### config.mk
export PLATFORM = sky130hd
export DESIGN_NAME = sram_1rw1r_masked
export DESIGN_NICKNAME = d
export VERILOG_FILES = /design/src/rtl/sram_1rw1r_masked.sv
export SDC_FILE = /design/constraint.sdc
export NUM_CORES = 1
export LEC_CHECK = 0
export CAP_MARGIN = 20
export CORE_ASPECT_RATIO = 0.8
export CORE_MARGIN = 3
export CORE_UTILIZATION = 60
export DETAILED_ROUTE_END_ITERATION = 16
export GPL_ROUTABILITY_DRIVEN = 0
export HOLD_SLACK_MARGIN = 0.08
export PLACE_DENSITY = 0.81
export SYNTH_ARGS = -nofsm -noshare
export SYNTH_HDL_FRONTEND = slang
export SYNTH_SLANG_ARGS = --single-unit
### constraint.sdc
create_clock -name clk -period 3.5 [get_ports clk]
set_input_delay 0.7 -clock clk [delete_from_list [all_inputs] [get_ports clk]]
set_output_delay 0.7 -clock clk [all_outputs]
set_load 0.03 [all_outputs]
### src/rtl/sram_1rw1r_masked.sv
// 1RW + 1R single-clock SRAM with per-segment write masks, 1- or 2-cycle read
// latency, selectable read-during-write policy and a post-reset clear sequencer.
module sram_1rw1r_masked #(
  parameter int DATA_WIDTH     = 8,
  parameter int ADDR_WIDTH     = 4,
  parameter int WRITE_SIZE     = 4,
  parameter int READ_LATENCY   = 1,
  parameter int WRITE_FIRST    = 0,
  parameter int CLEAR_ON_RESET = 1
) (
  input  logic                                clk,
  input  logic                                rst,
  input  logic                                csb0,
  input  logic                                web0,
  input  logic [(DATA_WIDTH/WRITE_SIZE)-1:0]  wmask0,
  input  logic [ADDR_WIDTH-1:0]               addr0,
  input  logic [DATA_WIDTH-1:0]               din0,
  output logic [DATA_WIDTH-1:0]               dout0,
  output logic                                rvalid0,
  input  logic                                csb1,
  input  logic [ADDR_WIDTH-1:0]               addr1,
  output logic [DATA_WIDTH-1:0]               dout1,
  output logic                                rvalid1,
  output logic                                busy,
  output logic                                collision
);

  localparam int RAM_DEPTH  = 1 << ADDR_WIDTH;
  localparam int NUM_WMASKS = DATA_WIDTH / WRITE_SIZE;

  typedef enum logic {CLEAR, RUN} state_e;

  state_e                state_q, state_d;
  logic [ADDR_WIDTH-1:0] cnt_q, cnt_d;
  logic [DATA_WIDTH-1:0] mem [RAM_DEPTH];

  function automatic logic [DATA_WIDTH-1:0] merge_word(
    input logic [DATA_WIDTH-1:0] old_w,
    input logic [DATA_WIDTH-1:0] new_w,
    input logic [NUM_WMASKS-1:0] m
  );
    logic [DATA_WIDTH-1:0] r;
    r = old_w;
    for (int i = 0; i < NUM_WMASKS; i++) begin
      if (m[i]) r[i*WRITE_SIZE +: WRITE_SIZE] = new_w[i*WRITE_SIZE +: WRITE_SIZE];
    end
    return r;
  endfunction

  always_ff @(posedge clk) begin
    if (rst) begin
      state_q <= (CLEAR_ON_RESET != 0) ? CLEAR : RUN;
      cnt_q   <= '0;
    end else begin
      state_q <= state_d;
      cnt_q   <= cnt_d;
    end
  end

  always_comb begin
    state_d = state_q;
    cnt_d   = cnt_q;
    if (state_q == CLEAR) begin
      cnt_d = cnt_q + ADDR_WIDTH'(1);
      if (cnt_q == ADDR_WIDTH'(RAM_DEPTH - 1)) state_d = RUN;
    end
  end

  logic                  busy_w, wr0, rd0, rd1, collide;
  logic [DATA_WIDTH-1:0] wr_word, rd0_word, rd1_word;

  assign busy_w   = (state_q == CLEAR);
  assign wr0      = !busy_w && !csb0 && !web0;
  assign rd0      = !busy_w && !csb0 &&  web0;
  assign rd1      = !busy_w && !csb1;
  assign collide  = wr0 && rd1 && (addr0 == addr1);
  assign wr_word  = merge_word(mem[addr0], din0, wmask0);
  assign rd0_word = mem[addr0];
  // Write-first forwards the merged word because the array update is not yet visible.
  assign rd1_word = ((WRITE_FIRST != 0) && collide) ? wr_word : mem[addr1];

  always_ff @(posedge clk) begin
    if (!rst) begin
      if (busy_w)   mem[cnt_q] <= '0;
      else if (wr0) mem[addr0] <= wr_word;
    end
  end

  // Stage p0: read data and request flags captured at the request edge
  logic [DATA_WIDTH-1:0] rd0_p0, rd1_p0;
  logic                  vld0_p0, vld1_p0, coll_p0;

  always_ff @(posedge clk) begin
    if (rd0) rd0_p0 <= rd0_word;
    if (rd1) rd1_p0 <= rd1_word;
  end

  always_ff @(posedge clk) begin
    if (rst) begin
      vld0_p0 <= 1'b0;
      vld1_p0 <= 1'b0;
      coll_p0 <= 1'b0;
    end else begin
      vld0_p0 <= rd0;
      vld1_p0 <= rd1;
      coll_p0 <= collide;
    end
  end

  logic [DATA_WIDTH-1:0] last0, last1;
  logic                  last_vld0, last_vld1;

  if (READ_LATENCY == 2) begin : g_lat2
    // Stage p1: extra register for the two-cycle latency option
    logic [DATA_WIDTH-1:0] rd0_p1, rd1_p1;
    logic                  vld0_p1, vld1_p1;

    always_ff @(posedge clk) begin
      if (vld0_p0) rd0_p1 <= rd0_p0;
      if (vld1_p0) rd1_p1 <= rd1_p0;
    end

    always_ff @(posedge clk) begin
      if (rst) begin
        vld0_p1 <= 1'b0;
        vld1_p1 <= 1'b0;
      end else begin
        vld0_p1 <= vld0_p0;
        vld1_p1 <= vld1_p0;
      end
    end

    assign last0     = rd0_p1;
    assign last1     = rd1_p1;
    assign last_vld0 = vld0_p1;
    assign last_vld1 = vld1_p1;
  end else begin : g_lat1
    assign last0     = rd0_p0;
    assign last1     = rd1_p0;
    assign last_vld0 = vld0_p0;
    assign last_vld1 = vld1_p0;
  end

  // Output stage: dout holds between completions
  logic [DATA_WIDTH-1:0] dout0_q, dout1_q;
  logic                  rvalid0_q, rvalid1_q, collision_q;

  always_ff @(posedge clk) begin
    if (rst) begin
      dout0_q     <= '0;
      dout1_q     <= '0;
      rvalid0_q   <= 1'b0;
      rvalid1_q   <= 1'b0;
      collision_q <= 1'b0;
    end else begin
      rvalid0_q   <= last_vld0;
      rvalid1_q   <= last_vld1;
      collision_q <= coll_p0;
      if (last_vld0) dout0_q <= last0;
      if (last_vld1) dout1_q <= last1;
    end
  end

  assign dout0     = dout0_q;
  assign dout1     = dout1_q;
  assign rvalid0   = rvalid0_q;
  assign rvalid1   = rvalid1_q;
  assign collision = collision_q;
  assign busy      = busy_w;

endmodule

Word-level counts from Yosys, hierarchy flattened
Memories as Yosys holds them, arrays and structs flattened. A register that Yosys moved wholly into a read port is not among the register bits. Index checks and enable logic that the tools add are counted.

Input bits: 23. Bits in read-only memories: 0. Memories kept: 1. Word-level logic and storage cells: 40. Memory bits (writable): 128. Output and inout port bits: 20. Latch bits: 0. Register bits after elaboration: 35.

Add/subtract/negate cells: 1. Div/mod/pow operators: 0. Multiply operators: 0. Muxes and demuxes: 14. Bitwise gates (word level): 1. Equality and inequality tests: 2. Shift-type cells: 0. Reduce and logical (&&, ||, !) cells: 10. Magnitude comparators: 0.

Memories: mem (words 16, width 8, rd ports 2, clocked after memory_dff 1, wr ports 1, line 35) `logic [DATA_WIDTH-1:0] mem [RAM_DEPTH];`.

Operators by type and width (count): 2-to-1 mux 4 bit (3); 2-to-1 mux 1 bit (10); 2-to-1 mux 8 bit (1); OR reduction 8 bit (1); logical AND 1 bit (6); adder 4 x 1 -> 4 bit (second input constant) (1); == test 4 bit (1); == test 4 bit (second input constant) (1); logical NOT 1 bit (3); inverter 1 bit (1).

Depth between registers and ports, before layout
Gate-level depths: netlist of the first run.

Depth after elaboration: 9. Depth in mapped cells: 7.

Worst setup path after synthesis of the first run
OpenSTA, ideal clock, no wires.

Path type: input to register. Start: input port addr0[2]. End: memory mem[11][0] (enable). Path slack: 0.867 ns. Stages: 5. Buffers on the path: 1. Setup time: 0.370 ns. Data arrival time: 2.262 ns. Cell sequence: clkbuf_1 or4b_2 a21oi_1 nand2_1 nor2_1.

Word-level cells in the longest chain between the ends: 1.

RTL lines: from (decl) (line 16) `input logic [ADDR_WIDTH-1:0] addr0,`; 2-to-1 mux 4 bit (no line); to (decl) (line 35).

No other way between the ends.

Final worst setup path of the first run
Start: input port addr0[2]. End: memory mem[1][6] (enable).

Same word-level chain as after synthesis.

==> flow_summary.ini, run 1 <==
[status]
status = finished clean

[drt]
drt_iter0_markers = 439
vias_per_cell = 6.59
vias = 4446
first_pass_iters = 5
wl_per_cell_um = 26.1
totalWireLength_mm = 17.6
wl_met1_mm = 7.07
top_layer = met4
drcViolationCount = 0
wl_met2_mm = 8.66
met3_length_mm = 1.68
postRouteAntennaNets = 0

[logic_synthesis]
ys_top_cells_by_area = edfxtp_1 (56%), mux4_2 (17%), dfxtp_1 (7.0%)
synth_flop_cell = edfxtp_1
yosys_warnings = 0
syn_inst = 440
yosysSeqAreaShare = 0.632
avgSynthCellArea_um2 = 17.5
synth_cell_types = 36
synth_area_leader_cell = edfxtp_1
syn_nets = 464
synthArstFlopShare = 0
synth_top_area_frac = 0.562
synth-seq-cells = 171
synth_edf_count = 144
syn_area_um2 = 7690

[cells_and_area]
drive_gt1_frac = 0.252
nets = 515
fillCellCount = 766
seq_area_um2 = 4860
num_antenna_cells = 0
fin_area_um2 = 8910
layout.cells.non_filler = 675
multiInputGateArea_um2 = 2630
area_growth_pct = 15.8

[power_and_ir_drop]
p_seq_frac = 0.520
cellInternalPower_mw = 3.29
p_per_area_nw_per_um2 = 478
p_comb_frac = 0.064
p_leak_nw = 3.21
power.switching_mw = 0.966
swShare = 0.227
clockPowerShare = 0.416
vdd_drop_max_v = 0.000369

[grt]
grt_use_total = 0.263
antenna_found_initial = 0
grt_pass1_vias = 4471
grt_max_degree = 34
gr-total-overflow = 0
grt_pass1_wl_mm = 27.4

[clock_tree]
clockRootBuffer = clkbuf_16
clk_pin_slew_worst_paths_ns = 0.07
h-tree-depth = 4
cts_resized = 0
cts_tree = built
insertion_delay_ns = 0.42
cts_setup_buffers = 0
cts_hold_buf = 0
cts_buffers = 17
clkSinkCount = 171
max-clock-path-buffers = 2

[setup_path]
crit_chain = clkdlybuf4s50_1 > or4b_2 > a21oi_1 > nand2_1 > nor2_1 > buf_4
critical_path_class = input port to flop
max_stage_delay_ns = 0.70
worstSetupEndpointType = flop
critPathLaunchType = input port
arrival_ns = 3.09
crit_fanout = 6
required_ns = 3.63
crit_path_top_delay_cell = or4b_2

[timing]
finalHoldViolations = 0
period_minus_slack_ns = 2.96
clock_skew_ns = 0.00650
clock.fmax_mhz = 338
finalCritPeriodShare = 0.846
report.final.slew_viol_count = 0
setup_viol = 0
worst_pin_slew_ns = 0.851
slew_headroom = 0.431
rsz0062_at_grt = no
tns_ns = 0

[place]
placedCellCount = 643
port_buffers = 42
hpwl_mm = 12.1
dpl_cell_area_um2 = 8350

[floorplanning]
rows = 36
io_pins = 43
start_util = 0.623
dieArea_um2 = 14200
fp.coreArea_um2 = 12300
dieHeight_um = 107
dieWidth_um = 133

[run]
cap_violations = 0

[worst_hold_path]
hold_path.class = flop to flop
-- per-stage QoR --
step	hold WS, ns	total power, mW	util	worst slack, ns
2_1_floorplan	0.414	2.43	-	0.867
3_3_place_gp	0.440	2.52	0.677	0.230
3_5_place_dp	0.448	2.53	0.677	0.220
4_1_cts	0.461	4.27	0.722	0.664
5_1_grt	0.478	4.37	0.722	0.479
6_report	0.457	4.26	0.722	0.540
-- layout by cell type, fill, tap and decap left out, drive strengths merged, types with 9 or more instances in the layout --
master / n
buf: 24
clkbuf: 19
nor2: 38
mux2: 9
mux4: 64
mux2i: 34
nand2b: 9
inv: 17
edfxtp: 144
a21oi: 11
dfxtp: 27
clkdlybuf4s50: 40
-- worst max-delay path, delay by kind of cell --
kind	cells	cell delay, ns
simple gates	3	1.21
buf+inv	2	0.78
compound gates	1	0.40
-- worst paths after layout --
kind | startpoint | end | slack [ns] | cells past startpoint
min | coll_p0$_SDFF_PP0_ | collision$_SDFF_PP0_ | 0.46 | 1
min reg2reg | coll_p0$_SDFF_PP0_ | collision$_SDFF_PP0_ | 0.46 | 1
max | addr0[2] | mem[1][6]$_DFFE_PP_ | 0.54 | 6
max reg2reg | state_q$_SDFF_PP0_ | mem[1][6]$_DFFE_PP_ | 0.92 | 5
-- flip-flops by register name, summed over array words and instances (netlist names), 4 cells and up --
name,cells
mem,128
dout0,8
dout1,8
last0,8
last1,8
cnt_q,4
-- per-layer routing --
metal,track usage,vias to the layer above
li1,-,1885
met2,0.420,244
met4,0.0623,0
met3,0.0757,27
met1,0.367,2290
met5,0,-
-- Yosys cell counts, types with 9 or more instances --
cell / instances
edfxtp_1: 144
mux4_2: 59
nor2_1: 38
mux2i_1: 34
dfxtp_1: 27
clkbuf_1: 13
a21oi_1: 11
inv_1: 11
buf_1: 9
mux2_2: 9
nand2b_1: 9
-- power groups by stage --
stage / Sequential (mW) / Combinational (mW) / Clock [mW]
after floorplan: 2.26 / 0.177 / 0
after global placement: 2.26 / 0.259 / 0
after detailed placement: 2.26 / 0.265 / 0
after CTS: 2.22 / 0.268 / 1.79
after global routing: 2.22 / 0.286 / 1.86
final: 2.22 / 0.271 / 1.77
-- area by class of cell --
cell class,count,area share
clock buffer,19,0.0508
sequential,171,0.546
multi-input combinational,226,0.295
tap,171,0.0240
timing repair buffer,64,0.0674
clock inverter,13,0.0119
inverter,11,0.00463
-- cell families after synthesis --
group / Yosys count / share of synthesized area
adders and majority gates: 1 / 0.00163
muxes: 107 / 0.247
and+or+nand+nor: 72 / 0.0486
AOI/OAI and AO/OA: 39 / 0.0364
DFF: 171 / 0.632
buffers and inverters: 43 / 0.0257
xor gates and xnor gates: 7 / 0.00797
No activity file was read; power rests on OpenSTA's default activity.
==> inputs of run 2 (changes only) <==
CORE_UTILIZATION = 54   (was 60)
PLACE_DENSITY = 0.77   (was 0.81)
clock period = 2.7 ns   (was 3.5 ns; I/O delays follow)
==> run 2 against run 1 <==
Net effect: wire length is 2.7% higher; non-clock buffer count is 45 higher; sequential share of layout area is 2.6 points lower; sequential power is 30% higher; via count is 4.4% higher; critical path depth is 1 higher; final area is 5.0% higher; clock-buffer cell count is 1 lower; sequential cell count stayed put.
==> flow_summary.ini, run 2 (synthesis gave the netlist of run 1 again) <==
[clock_tree]
cts_buffers = 17
clockRootBuffer = clkbuf_16
h-tree-depth = 4
max-clock-path-buffers = 2
clk_pin_slew_worst_paths_ns = 0.06
cts_tree = built
clkSinkCount = 171
insertion_delay_ns = 0.43
cts_setup_buffers = 0

[cells_and_area]
largest-register = mem
nets = 560
largest_register_ffs = 128
multiInputGateArea_um2 = 2630
area_growth_pct = 21.6
seq_area_um2 = 4860
layout_common_cells = edfxtp_1 (144), mux4_2 (59), buf_4 (57)
drive_gt1_frac = 0.308
num_antenna_cells = 0
layout.cells.non_filler = 728
final_common_cell = edfxtp_1
fillCellCount = 891
post-route-util = 0.681

[timing]
setup_viol = 0
report.final.slew_viol_count = 0
period_minus_slack_ns = 2.61
tns_ns = 0
clock.fmax_mhz = 383
finalCritPeriodShare = 0.967
worst_pin_slew_ns = 1.06
clock_skew_ns = 0.00568
worst_slack_ns = 0.0887
finalHoldViolations = 0
whs_ns = 0.466
rsz0062_at_grt = no
slew_headroom = 0.292

[drt]
vias = 4643
postRouteAntennaNets = 0
wl_per_cell_um = 24.9
wl_met1_mm = 7.53
totalWireLength_mm = 18.1
drt_iter0_markers = 501
top_layer = met4
wl_met2_mm = 8.38
first_pass_iters = 5
met3_length_mm = 1.84
drcViolationCount = 0
vias_per_cell = 6.38

[place]
placedCellCount = 697
port_buffers = 42
dp_slack_ns = -0.417
hpwl_mm = 12.5

[setup_path]
arrival_ns = 2.75
critical_path_class = input port to flop
crit_path_top_delay_cell = clkdlybuf4s50_1
worstSetupEndpointType = flop
max_stage_delay_ns = 0.63
critPathMostFrequentCell = buf_4
crit_fanout = 16
critPathLaunchType = input port
crit_chain = clkdlybuf4s50_1 > buf_4 > nor2b_1 > buf_4 > a221oi_1 > a22o_1 > o21a_1
required_ns = 2.84
crit_buf_inv = 3
path_delay_family = compound AO/OA/AOI/OAI gates

[floorplanning]
io_pins = 43
rows = 38
dieHeight_um = 113
fp.coreArea_um2 = 13700
dieArea_um2 = 15700
start_util = 0.560
dieWidth_um = 139

[grt]
gr-total-overflow = 0
grt_pass1_wl_mm = 28.2
antenna_found_initial = 0
grt_max_degree = 34
grt_use_total = 0.244
grt_pass1_vias = 4720

[status]
status = finished clean

[power_and_ir_drop]
vdd_drop_max_v = 0.000501
p_leak_nw = 3.46
p_per_area_nw_per_um2 = 598

[worst_hold_path]
hold_path.class = flop to flop

[run]
cap_violations = 0
## run 2: changes by cell type in the layout (fill, tap and decap cells not counted), sizes merged
cell    previous run  this run
buf               24        69
inv               17        13
bufinv             0         2
clkinv             6         8
clkbuf            19        18
## run 2: cell type report
class                      instances  share of cell area
sequential                       171               0.520
multi-input combinational        226               0.281
timing repair buffer             109               0.111
clock buffer                      18              0.0459
tap                              180              0.0241
clock inverter                    13              0.0134
inverter                          11             0.00441
## run 2: timing repair
item,CTS,global route
gates resized for setup,0,2
hold buffers,0,0
endpoints found under the setup margin,0,22
## run 2: final timing paths
path                                          from                   end  slack (ns)  cells past startpoint
worst max-delay path                      addr0[2]   mem[8][6]$_DFFE_PP_        0.09                      7
worst min-delay path            coll_p0$_SDFF_PP0_  collision$_SDFF_PP0_        0.47                      1
worst max register to register  state_q$_SDFF_PP0_  mem[14][4]$_DFFE_PP_        0.26                      4
worst min register to register  coll_p0$_SDFF_PP0_  collision$_SDFF_PP0_        0.47                      1
## run 2: per-layer routing
layer,GRT usage,vias up
li1,-,1970
met2,0.365,272
met4,0.0782,0
met3,0.0798,32
met5,0,-
met1,0.345,2369
## run 2: power by group
part	leakage (nW)	switching [mW]	internal [mW]	total [mW]
Clock	0.273	0.970	1.34	2.31
Sequential	1.72	0.0172	2.86	2.88
Combinational	1.46	0.199	0.206	0.405
Total	3.46	1.19	4.41	5.60
## run 2: metrics by stage
stage                     area [µm²]  power, mW
after global routing            9360       5.75
after global placement          8800       3.32
after detailed placement        8800       3.33
after floorplan                 7690       3.15
final                           9360       5.60
after CTS                       9350       5.63
